$ cat src/rtl/key_pulse_gen_pkg.sv
// key_pulse_gen_pkg
//   Shared constants for the push-button front end: key index assignment,
//   default key count and default debounce length.
//   Ports: none (package).

package key_pulse_gen_pkg;

    localparam int KEY_UP     = 0;
    localparam int KEY_DOWN   = 1;
    localparam int KEY_LEFT   = 2;
    localparam int KEY_RIGHT  = 3;
    localparam int KEY_SWITCH = 4;

    localparam int N_KEYS_DEF          = 5;
    // 10 ms at 50 MHz
    localparam int DEBOUNCE_CYCLES_DEF = 500000;

    typedef logic [N_KEYS_DEF-1:0] key_vec_t;

endpackage

$ cat src/rtl/key_pulse_gen_if.sv
// key_pulse_gen_if
//   Bundles the per-key vectors exchanged between the button front end and
//   its environment.
//   Signals: key_raw (raw levels in), key_level (debounced levels),
//   key_pulse (one-hot press event), key_pending (accepted, not yet emitted).
//   Modports: master = environment side, slave = key_pulse_gen side.

interface key_pulse_gen_if
    import key_pulse_gen_pkg::*;
#(
    parameter int N_KEYS = N_KEYS_DEF
);
    logic [N_KEYS-1:0] key_raw;
    logic [N_KEYS-1:0] key_level;
    logic [N_KEYS-1:0] key_pulse;
    logic [N_KEYS-1:0] key_pending;

    modport master (
        output key_raw,
        input  key_level,
        input  key_pulse,
        input  key_pending
    );

    modport slave (
        input  key_raw,
        output key_level,
        output key_pulse,
        output key_pending
    );
endinterface

$ cat src/rtl/key_pulse_gen_debounce.sv
// key_debounce
//   Single-key 2-FF synchroniser followed by a stability counter.
//   Ports:
//     clk, reset   system clock, synchronous active-high reset
//     key_raw      asynchronous raw button level (1 = pressed)
//     level        debounced level
//     rise         combinational strobe, high in the cycle whose edge takes
//                  level from 0 to 1
//   DEBOUNCE_CYCLES must be >= 2.

module key_debounce
    import key_pulse_gen_pkg::*;
#(
    parameter int DEBOUNCE_CYCLES = DEBOUNCE_CYCLES_DEF
) (
    input  logic clk,
    input  logic reset,
    input  logic key_raw,
    output logic level,
    output logic rise
);

    localparam int            CW       = $clog2(DEBOUNCE_CYCLES + 1);
    localparam logic [CW-1:0] CNT_LAST = CW'(DEBOUNCE_CYCLES - 1);

    logic          sync1;
    logic          sync2;
    logic [CW-1:0] cnt;
    logic          toggle;

    // The mismatching cycle that would bring the count to DEBOUNCE_CYCLES
    // flips the level instead.
    assign toggle = (sync2 != level) && (cnt == CNT_LAST);
    assign rise   = toggle && !level;

    always_ff @(posedge clk) begin
        if (reset) begin
            sync1 <= 1'b0;
            sync2 <= 1'b0;
            level <= 1'b0;
            cnt   <= '0;
        end else begin
            sync1 <= key_raw;
            sync2 <= sync1;
            if (sync2 == level) begin
                cnt <= '0;
            end else if (toggle) begin
                cnt   <= '0;
                level <= ~level;
            end else begin
                cnt <= cnt + CW'(1);
            end
        end
    end

endmodule

$ cat src/rtl/key_pulse_gen.sv
// key_pulse_gen
//   Push-button conditioner: per-key synchronise + debounce, press capture
//   into a pending register, and a lowest-index-first arbiter that emits at
//   most one single-cycle key pulse per clock.
//   Ports:
//     clk, reset  system clock, synchronous active-high reset
//     bus         key_pulse_gen_if.slave: key_raw in; key_level, key_pulse,
//                 key_pending out
//   Build option: define KEY_AUTOREPEAT_EN to add per-key hold counters that
//   re-raise pending after REPEAT_DELAY cycles held and every REPEAT_PERIOD
//   cycles after that (KEY_SWITCH never repeats).

module key_pulse_gen
    import key_pulse_gen_pkg::*;
#(
    parameter int N_KEYS          = N_KEYS_DEF,
    parameter int DEBOUNCE_CYCLES = DEBOUNCE_CYCLES_DEF
`ifdef KEY_AUTOREPEAT_EN
    ,
    parameter int REPEAT_DELAY    = 25000000,
    parameter int REPEAT_PERIOD   = 10000000
`endif
) (
    input  logic            clk,
    input  logic            reset,
    key_pulse_gen_if.slave  bus
);

    logic [N_KEYS-1:0] level;
    logic [N_KEYS-1:0] rise;
    logic [N_KEYS-1:0] rpt_set;
    logic [N_KEYS-1:0] pending;
    logic [N_KEYS-1:0] pending_nxt;
    logic [N_KEYS-1:0] grant;
    logic [N_KEYS-1:0] pulse;

    for (genvar i = 0; i < N_KEYS; i++) begin : g_key
        key_debounce #(
            .DEBOUNCE_CYCLES (DEBOUNCE_CYCLES)
        ) u_debounce (
            .clk     (clk),
            .reset   (reset),
            .key_raw (bus.key_raw[i]),
            .level   (level[i]),
            .rise    (rise[i])
        );
    end

`ifdef KEY_AUTOREPEAT_EN
    localparam int RMAX = (REPEAT_DELAY > REPEAT_PERIOD) ? REPEAT_DELAY : REPEAT_PERIOD;
    localparam int RW   = $clog2(RMAX + 1);

    for (genvar i = 0; i < N_KEYS; i++) begin : g_rpt
        if (i == KEY_SWITCH) begin : g_none
            assign rpt_set[i] = 1'b0;
        end else begin : g_hold
            logic [RW-1:0] hold_cnt;

            // Down-counter loaded on the press edge; reaching zero while
            // still held raises pending and reloads with the repeat period.
            always_ff @(posedge clk) begin
                if (reset) begin
                    hold_cnt <= '0;
                end else if (rise[i]) begin
                    hold_cnt <= RW'(REPEAT_DELAY - 1);
                end else if (!level[i]) begin
                    hold_cnt <= '0;
                end else if (hold_cnt == '0) begin
                    hold_cnt <= RW'(REPEAT_PERIOD - 1);
                end else begin
                    hold_cnt <= hold_cnt - RW'(1);
                end
            end

            assign rpt_set[i] = level[i] && (hold_cnt == '0);
        end
    end
`else
    assign rpt_set = '0;
`endif

    // Isolate the lowest set pending bit (two's-complement trick).
    assign grant = pending & (~pending + N_KEYS'(1));

    // A press landing on the bit being granted re-arms it, so it is not lost.
    assign pending_nxt = (pending & ~grant) | rise | rpt_set;

    always_ff @(posedge clk) begin
        if (reset) begin
            pending <= '0;
            pulse   <= '0;
        end else begin
            pending <= pending_nxt;
            pulse   <= grant;
        end
    end

    assign bus.key_level   = level;
    assign bus.key_pulse   = pulse;
    assign bus.key_pending = pending;

endmodule

$ cat src/flat_wrapper.sv
// flat-port wrapper written by rule: the top's interface ports become plain ports
module key_pulse_gen_flat import key_pulse_gen_pkg::*;
#(
    parameter int N_KEYS          = N_KEYS_DEF,
    parameter int DEBOUNCE_CYCLES = DEBOUNCE_CYCLES_DEF

)
  (clk, reset, bus_key_raw, bus_key_level, bus_key_pulse, bus_key_pending);
  key_pulse_gen_if #(.N_KEYS(N_KEYS)) bus_i ();
  input  logic clk;
  input  logic reset;
  input wire logic [$bits(bus_i.key_raw)-1:0] bus_key_raw;
  output wire logic [$bits(bus_i.key_level)-1:0] bus_key_level;
  output wire logic [$bits(bus_i.key_pulse)-1:0] bus_key_pulse;
  output wire logic [$bits(bus_i.key_pending)-1:0] bus_key_pending;
  assign bus_i.key_raw = bus_key_raw;
  assign bus_key_level = bus_i.key_level;
  assign bus_key_pulse = bus_i.key_pulse;
  assign bus_key_pending = bus_i.key_pending;
  key_pulse_gen #(.N_KEYS(N_KEYS), .DEBOUNCE_CYCLES(DEBOUNCE_CYCLES)) u_core (.clk(clk), .reset(reset), .bus(bus_i));
endmodule
$ cat config.mk
export PLATFORM = sky130hd
export DESIGN_NAME = key_pulse_gen_flat
export DESIGN_NICKNAME = d
export VERILOG_FILES = /design/src/rtl/key_pulse_gen_pkg.sv /design/src/rtl/key_pulse_gen_if.sv /design/src/rtl/key_pulse_gen_debounce.sv /design/src/rtl/key_pulse_gen.sv /design/src/flat_wrapper.sv
export SDC_FILE = /design/constraint.sdc
export NUM_CORES = 1
export LEC_CHECK = 0
export ABC_AREA = 1
export CAP_MARGIN = 40
export CORE_UTILIZATION = 41
export CTS_CLUSTER_DIAMETER = 150
export CTS_CLUSTER_SIZE = 16
export DETAILED_ROUTE_END_ITERATION = 10
export DONT_BUFFER_PORTS = 1
export GPL_TIMING_DRIVEN = 0
export SETUP_SLACK_MARGIN = 0.5
export SYNTH_ARGS = -nofsm -noshare
export SYNTH_HDL_FRONTEND = slang
export SYNTH_SLANG_ARGS = --single-unit
$ cat constraint.sdc
create_clock -name clk -period 2.1 [get_ports clk]
set_input_delay 0.21 -clock clk [delete_from_list [all_inputs] [get_ports clk]]
set_output_delay 0.21 -clock clk [all_outputs]
set_load 0.02 [all_outputs]
; Yosys cells after proc, flatten, opt, wreduce, memory -nomap -nowiden
; Cells that the tools add are included.
[op_classes]
n_reduce_logical = 25
n_bitwise = 15
addsub = 6
n_eq_ne = 15
[ops]
columns = op, n
row1 = "19-bit by 1-bit adder with 19-bit output, second input constant", 5
row2 = "19-bit equality test, second input constant", 5
row3 = 3-bit OR reduction, 5
row4 = 5-bit AND, 2
row5 = 1-bit logical AND, 10
row6 = 1-bit inverter, 10
row7 = 5-bit inverter, 2
row8 = 2-bit AND reduction, 5
row9 = "5-bit by 1-bit adder with 5-bit output, second input constant", 1
row10 = 1-bit equality test, 5
row11 = 1-bit zero test, 5
row12 = 1-bit != test, 5
row13 = 5-bit bitwise OR, 1
[totals]
regBits = 120
wordCells = 83
out_inout_bits = 15

; Depth between registers and ports, before layout
[logic_depth]
word_depth = 6
ltp_mapped = 9

; Cells and area by module
; From an unflattened synthesis, not the netlist that was laid out.
[hier_totals]
hier_cells = 881
area_unflattened_um2 = 6132.1
[modules_own_cells]
columns = module, cells_per_inst, instances, area_each_um2
row1 = key_debounce, 168, 5, 1161.1
row2 = key_pulse_gen, 41, 1, 326.6

; Least setup slack after synthesis
; Ideal clock, no wire load.
[synth_path]
path_kind = register to register
from = register u_core.g_key[2].u_debounce.cnt[0]
to = register u_core.g_key[2].u_debounce.cnt[11]
t_required_ns = 1.985
setup_time_ns = 0.115
slack_ns = 0.654
arrival_time_ns = 1.331
path_buffers = 1
path_stages_with_launch = 8
cell_sequence = dfxtp_1 ha_1 nand3_1 nor2_1 nand3_1 nand2_2 buf_6 nor2_1
[synth_between]
elab_chain_cells = 3
[synth_lines]
columns = item, line_no
row1 = "start, declared", key_pulse_gen_debounce.sv:28  ; logic [CW-1:0] cnt;
row2 = "start signal, assigned", key_pulse_gen_debounce.sv:51  ; cnt <= cnt + CW'(1);
row3 = branches (longest 3 deep; another with 19-bit by 1-bit adder with 19-bit output), n/a
; Several ways; the timed one is not identified.
; A chain may end at the register's enable or synchronous reset.

; Worst setup path in the final report
[layout_path]
from = register u_core.g_key[1].u_debounce.cnt[0]
to = register u_core.g_key[1].u_debounce.cnt[17]
[layout_between]
elab_chain_cells = 3
[layout_lines]
columns = item, line_no
row1 = "start, declared", key_pulse_gen_debounce.sv:28
row2 = "start signal, assigned", key_pulse_gen_debounce.sv:51
row3 = branches (longest 3 deep; another with 19-bit by 1-bit adder with 19-bit output), n/a
; Several ways; the timed one is not identified.

==> impl_metrics.env <==
export IMPL_run_status="complete, no violations"
export IMPL_antenna_found_initial=0
export IMPL_drv_cap=0
export IMPL_setup_reg_to_reg_worst_slack_ns=0.61
export IMPL_cpPeakStageDelay_ns=0.36
export IMPL_layout_cells_most_common="sky130_fd_sc_hd__nand2_1"
export IMPL_finalSetupTns_ns=0
export IMPL_worst_slew_margin_rel=0.6772
export IMPL_dr_total_vias=4865
export IMPL_critical_path_most_common_cell="sky130_fd_sc_hd__nor2_4"
export IMPL_pin_count=22
export IMPL_critPathSlowestCell="sky130_fd_sc_hd__dfxtp_2"
export IMPL_syn_mean_instance_area_um2=6.834
export IMPL_synthToLayoutAreaGrowth_pct=18.92
export IMPL_synthesized_cell_area_um2=5699
export IMPL_grt_max_degree=17
export IMPL_setup_ws_ns=0.6065
export IMPL_worst_r2r_startpoint="u_core.g_key[1].u_debounce.cnt[0]"
export IMPL_critPathLaunchType="flop"
export IMPL_place_ws_ns=0.3476
export IMPL_timing_critical_path_cells="ha_4, inv_2, nor2_4, nand3_2, nor2_4, nand2_2, nand2_4, buf_8, nor2_1"
export IMPL_min_path_cells=4
export IMPL_synth_edff_count=0
export IMPL_drt_antenna_violating_nets=0
export IMPL_viasPerCell=4.594
export IMPL_min_period_ns=1.493
export IMPL_fraction_of_final_layout_cells_with_drive_strength_greater_than_1=0.1019
export IMPL_yosys_warnings=0
export IMPL_clkSinkCount=120
export IMPL_hp_start="reset"
export IMPL_critPathBufInv=2
export IMPL_layout_cells_most_common_list="sky130_fd_sc_hd__nand2_1, sky130_fd_sc_hd__nor2_1, sky130_fd_sc_hd__dfxtp_1"
export IMPL_grt_util_all_layers=0.1783
export IMPL_clock_fmax_ghz=0.6696
export IMPL_power_per_cell_area_nw_per_um2=768.5
export IMPL_critPathKind="flop to flop"
export IMPL_rsz_0062_raised_after_global_routing="yes"
export IMPL_initialDrtViolationCount=262
export IMPL_tritoncts_num_buffers=17
export IMPL_cp_num_cells=9
export IMPL_ir_worst_vdd_v=0.0006032
export IMPL_synth_cell_type_count=29
export IMPL_die_height_um=119.9
export IMPL_final_nets=882
export IMPL_yosys_most_used_dff="sky130_fd_sc_hd__dfxtp_1"
export IMPL_dp_hpwl_mm=8.411
export IMPL_reg2regPathDepth=9
export IMPL_min_path_type="input pin to flop"
export IMPL_filler_cell_count=1318
export IMPL_regToRegEndpoint="u_core.g_key[1].u_debounce.cnt[17]"
export IMPL_route_detailed_wl_per_inst_um=11.23
export IMPL_synthesis_instances=834
export IMPL_root_buffer="sky130_fd_sc_hd__clkbuf_16"
export IMPL_grt_pass1_vias=4336
export IMPL_cp_top_delay_family="simple AND/OR/NAND/NOR gates"
export IMPL_yosysSeqAreaShare=0.4215
export IMPL_cts_tree="done"
export IMPL_insertedDiodeCount=0
export IMPL_cp_end_kind="flop"
export IMPL_detail_route_wirelength_mm=11.89
export IMPL_start_util=0.4253
export IMPL_grt_pass1_wl_mm=20.06
export IMPL_io_buffer_count=0
export IMPL_timing_critical_path_fanout_max=10
export IMPL_synth_ff_latch_count=120
export IMPL_finalCritPeriodShare=0.7112
export IMPL_fp_dieArea_um2=14380
export IMPL_share_of_synthesized_flip_flops_with_an_asynchronous_set_or_reset=0
export IMPL_remaining_drc_errors=0
export IMPL_rows=42
export IMPL_grt_remaining_overflow=0
export IMPL_cts_htree_levels=4
export IMPL_leakage_nw=2.215
export IMPL_hold_path_endpoint="u_core.bus.key_pending[0]"
export IMPL_finalMaxSlewViolations=0
export IMPL_timing_worst_slew_pin_value_ns=0.4841
export IMPL_setup_viol=0
export IMPL_clock_path_buffers=2
export IMPL_crit_required_ns=2.41
export IMPL_clk_transition_reported_paths_ns=0.05
export IMPL_placeableCoreArea_um2=13400
export IMPL_floorplan_die_width_um=119.9
export IMPL_synthesis_nets=846
export IMPL_clk_latency_ns=0.42
export IMPL_gp_routability_congestion=0.8463
export IMPL_skew_ns=0.003585
export IMPL_worst_endpoint_arrival_ns=1.81
export IMPL_timing_hold_violations_final=0
export IMPL_detail_route_first_pass_iterations=4
## per-stage QoR
step	cell area, um2	power [W]	hold WS [ns]	instances	util
after detailed placement	5919	0.002403	0.3255	1010	0.4417
after CTS	6635	0.005257	0.2107	1053	0.4951
final	6778	0.005209	0.2136	1059	0.5058
after global placement	5919	0.002403	0.3249	1010	0.4417
after global routing	6778	0.005384	0.2693	1059	0.5058
after floorplan	5699	0.002386	0.3170	834	-
## kinds of logic (layout without fill, tap and decap cells)
| family | after synthesis | count (layout) | synth area share |
|---|---|---|---|
| AOI/OAI and AO/OA | 48 | 48 | 0.04303 |
| xor gates and xnor gates | 49 | 49 | 0.07530 |
| adders and majority gates | 5 | 5 | 0.01098 |
| buffers and inverters | 104 | 153 | 0.07859 |
| DFF | 120 | 120 | 0.4215 |
| and+or+nand+nor | 508 | 508 | 0.3706 |
## worst max-delay path by stage
stage | end | from | slack, ns
after CTS | u_core.g_key[4].u_debounce.cnt[13] | u_core.g_key[4].u_debounce.cnt[0] | 0.51
after floorplan | u_core.g_key[2].u_debounce.cnt[11] | u_core.g_key[2].u_debounce.cnt[0] | 0.65
after detailed placement | u_core.g_key[2].u_debounce.cnt[7] | u_core.g_key[2].u_debounce.cnt[0] | 0.35
final | u_core.g_key[1].u_debounce.cnt[17] | u_core.g_key[1].u_debounce.cnt[0] | 0.61
after global routing | u_core.g_key[3].u_debounce.cnt[18] | u_core.g_key[3].u_debounce.cnt[0] | 0.46
after global placement | u_core.g_key[2].u_debounce.cnt[12] | u_core.g_key[2].u_debounce.cnt[0] | 0.35
## worst register-to-register path, stage by stage (launching register included)
cell and delay (ns):
sky130_fd_sc_hd__dfxtp_2 0.36, sky130_fd_sc_hd__ha_4 0.17, sky130_fd_sc_hd__inv_2 0.05, sky130_fd_sc_hd__nor2_4 0.13
sky130_fd_sc_hd__nand3_2 0.12, sky130_fd_sc_hd__nor2_4 0.14, sky130_fd_sc_hd__nand2_2 0.08, sky130_fd_sc_hd__nand2_4 0.14
sky130_fd_sc_hd__buf_8 0.14, sky130_fd_sc_hd__nor2_1 0.05
## metal layers
metal | track usage | up-vias | share of wire
met4 | 0.07734 | 0 | 0.013
met3 | 0.04990 | 13 | 0.026
met2 | 0.2748 | 43 | 0.46
met5 | 0 | - | 0
met1 | 0.2317 | 2148 | 0.50
li1 | - | 2661 | -
## registers in the layout, indices dropped and copies added (netlist names)
signal / cells
u_core.bus.key_pending: 5
u_core.bus.key_pulse: 5
u_core.g_key.u_debounce.cnt: 95
u_core.g_key.u_debounce.level: 5
u_core.g_key.u_debounce.sync1: 5
u_core.g_key.u_debounce.sync2: 5
## synthesized netlist by cell type, types with 2 or more instances
| library cell | n | area, um2 |
|---|---|---|
| sky130_fd_sc_hd__nor2_1 | 205 | 769.5 |
| sky130_fd_sc_hd__nand3b_1 | 6 | 45.04 |
| sky130_fd_sc_hd__ha_1 | 5 | 62.56 |
| sky130_fd_sc_hd__o21ai_0 | 13 | 65.06 |
| sky130_fd_sc_hd__nor2_2 | 10 | 62.56 |
| sky130_fd_sc_hd__xnor2_1 | 20 | 175.2 |
| sky130_fd_sc_hd__buf_4 | 8 | 60.06 |
| sky130_fd_sc_hd__inv_1 | 87 | 326.6 |
| sky130_fd_sc_hd__nand3_1 | 48 | 240.2 |
| sky130_fd_sc_hd__or2_0 | 3 | 18.77 |
| sky130_fd_sc_hd__buf_6 | 2 | 22.52 |
| sky130_fd_sc_hd__clkbuf_1 | 2 | 7.510 |
| sky130_fd_sc_hd__nand2_1 | 206 | 773.2 |
| sky130_fd_sc_hd__nand2_2 | 4 | 25.02 |
| sky130_fd_sc_hd__xor2_1 | 29 | 254.0 |
| sky130_fd_sc_hd__nor3_1 | 5 | 25.02 |
| sky130_fd_sc_hd__dfxtp_1 | 120 | 2402 |
| sky130_fd_sc_hd__clkinv_1 | 2 | 7.510 |
| sky130_fd_sc_hd__nand3_2 | 3 | 30.03 |
| sky130_fd_sc_hd__a21oi_1 | 33 | 165.2 |
| sky130_fd_sc_hd__nand4_1 | 15 | 93.84 |
## cell type report
class                   instances  area (um2)  area share
clock inverters                 8       95.09     0.01403
flip-flops and latches        120        2409      0.3554
multi-input cells             610        2952      0.4355
repair buffers                 17       165.2     0.02437
well taps                     176       220.2     0.03249
plain buffers                  14       117.6     0.01735
inverters                      90       337.8     0.04984
clock buffers                  24       481.7     0.07107
## report_power, final
| part | total, W | internal (W) | switching (W) | leakage (nW) |
|---|---|---|---|---|
| registers | 0.00230 | 0.00229 | 0.00000674 | 0.971 |
| clock network | 0.00283 | 0.00183 | 0.00100 | 0.280 |
| logic | 0.0000797 | 0.0000330 | 0.0000466 | 0.964 |
## what timing repair did
| item | CTS | global route |
|---|---|---|
| hold buffers | 5 | 0 |
| gates resized for setup | 9 | 20 |
| buffers inserted | 6 | 6 |
| pin swaps | 2 | 5 |
| endpoints found under the hold margin | 5 | 0 |
| endpoints found under the setup margin | 54 | 74 |
Power figures use the tool's default switching activity.
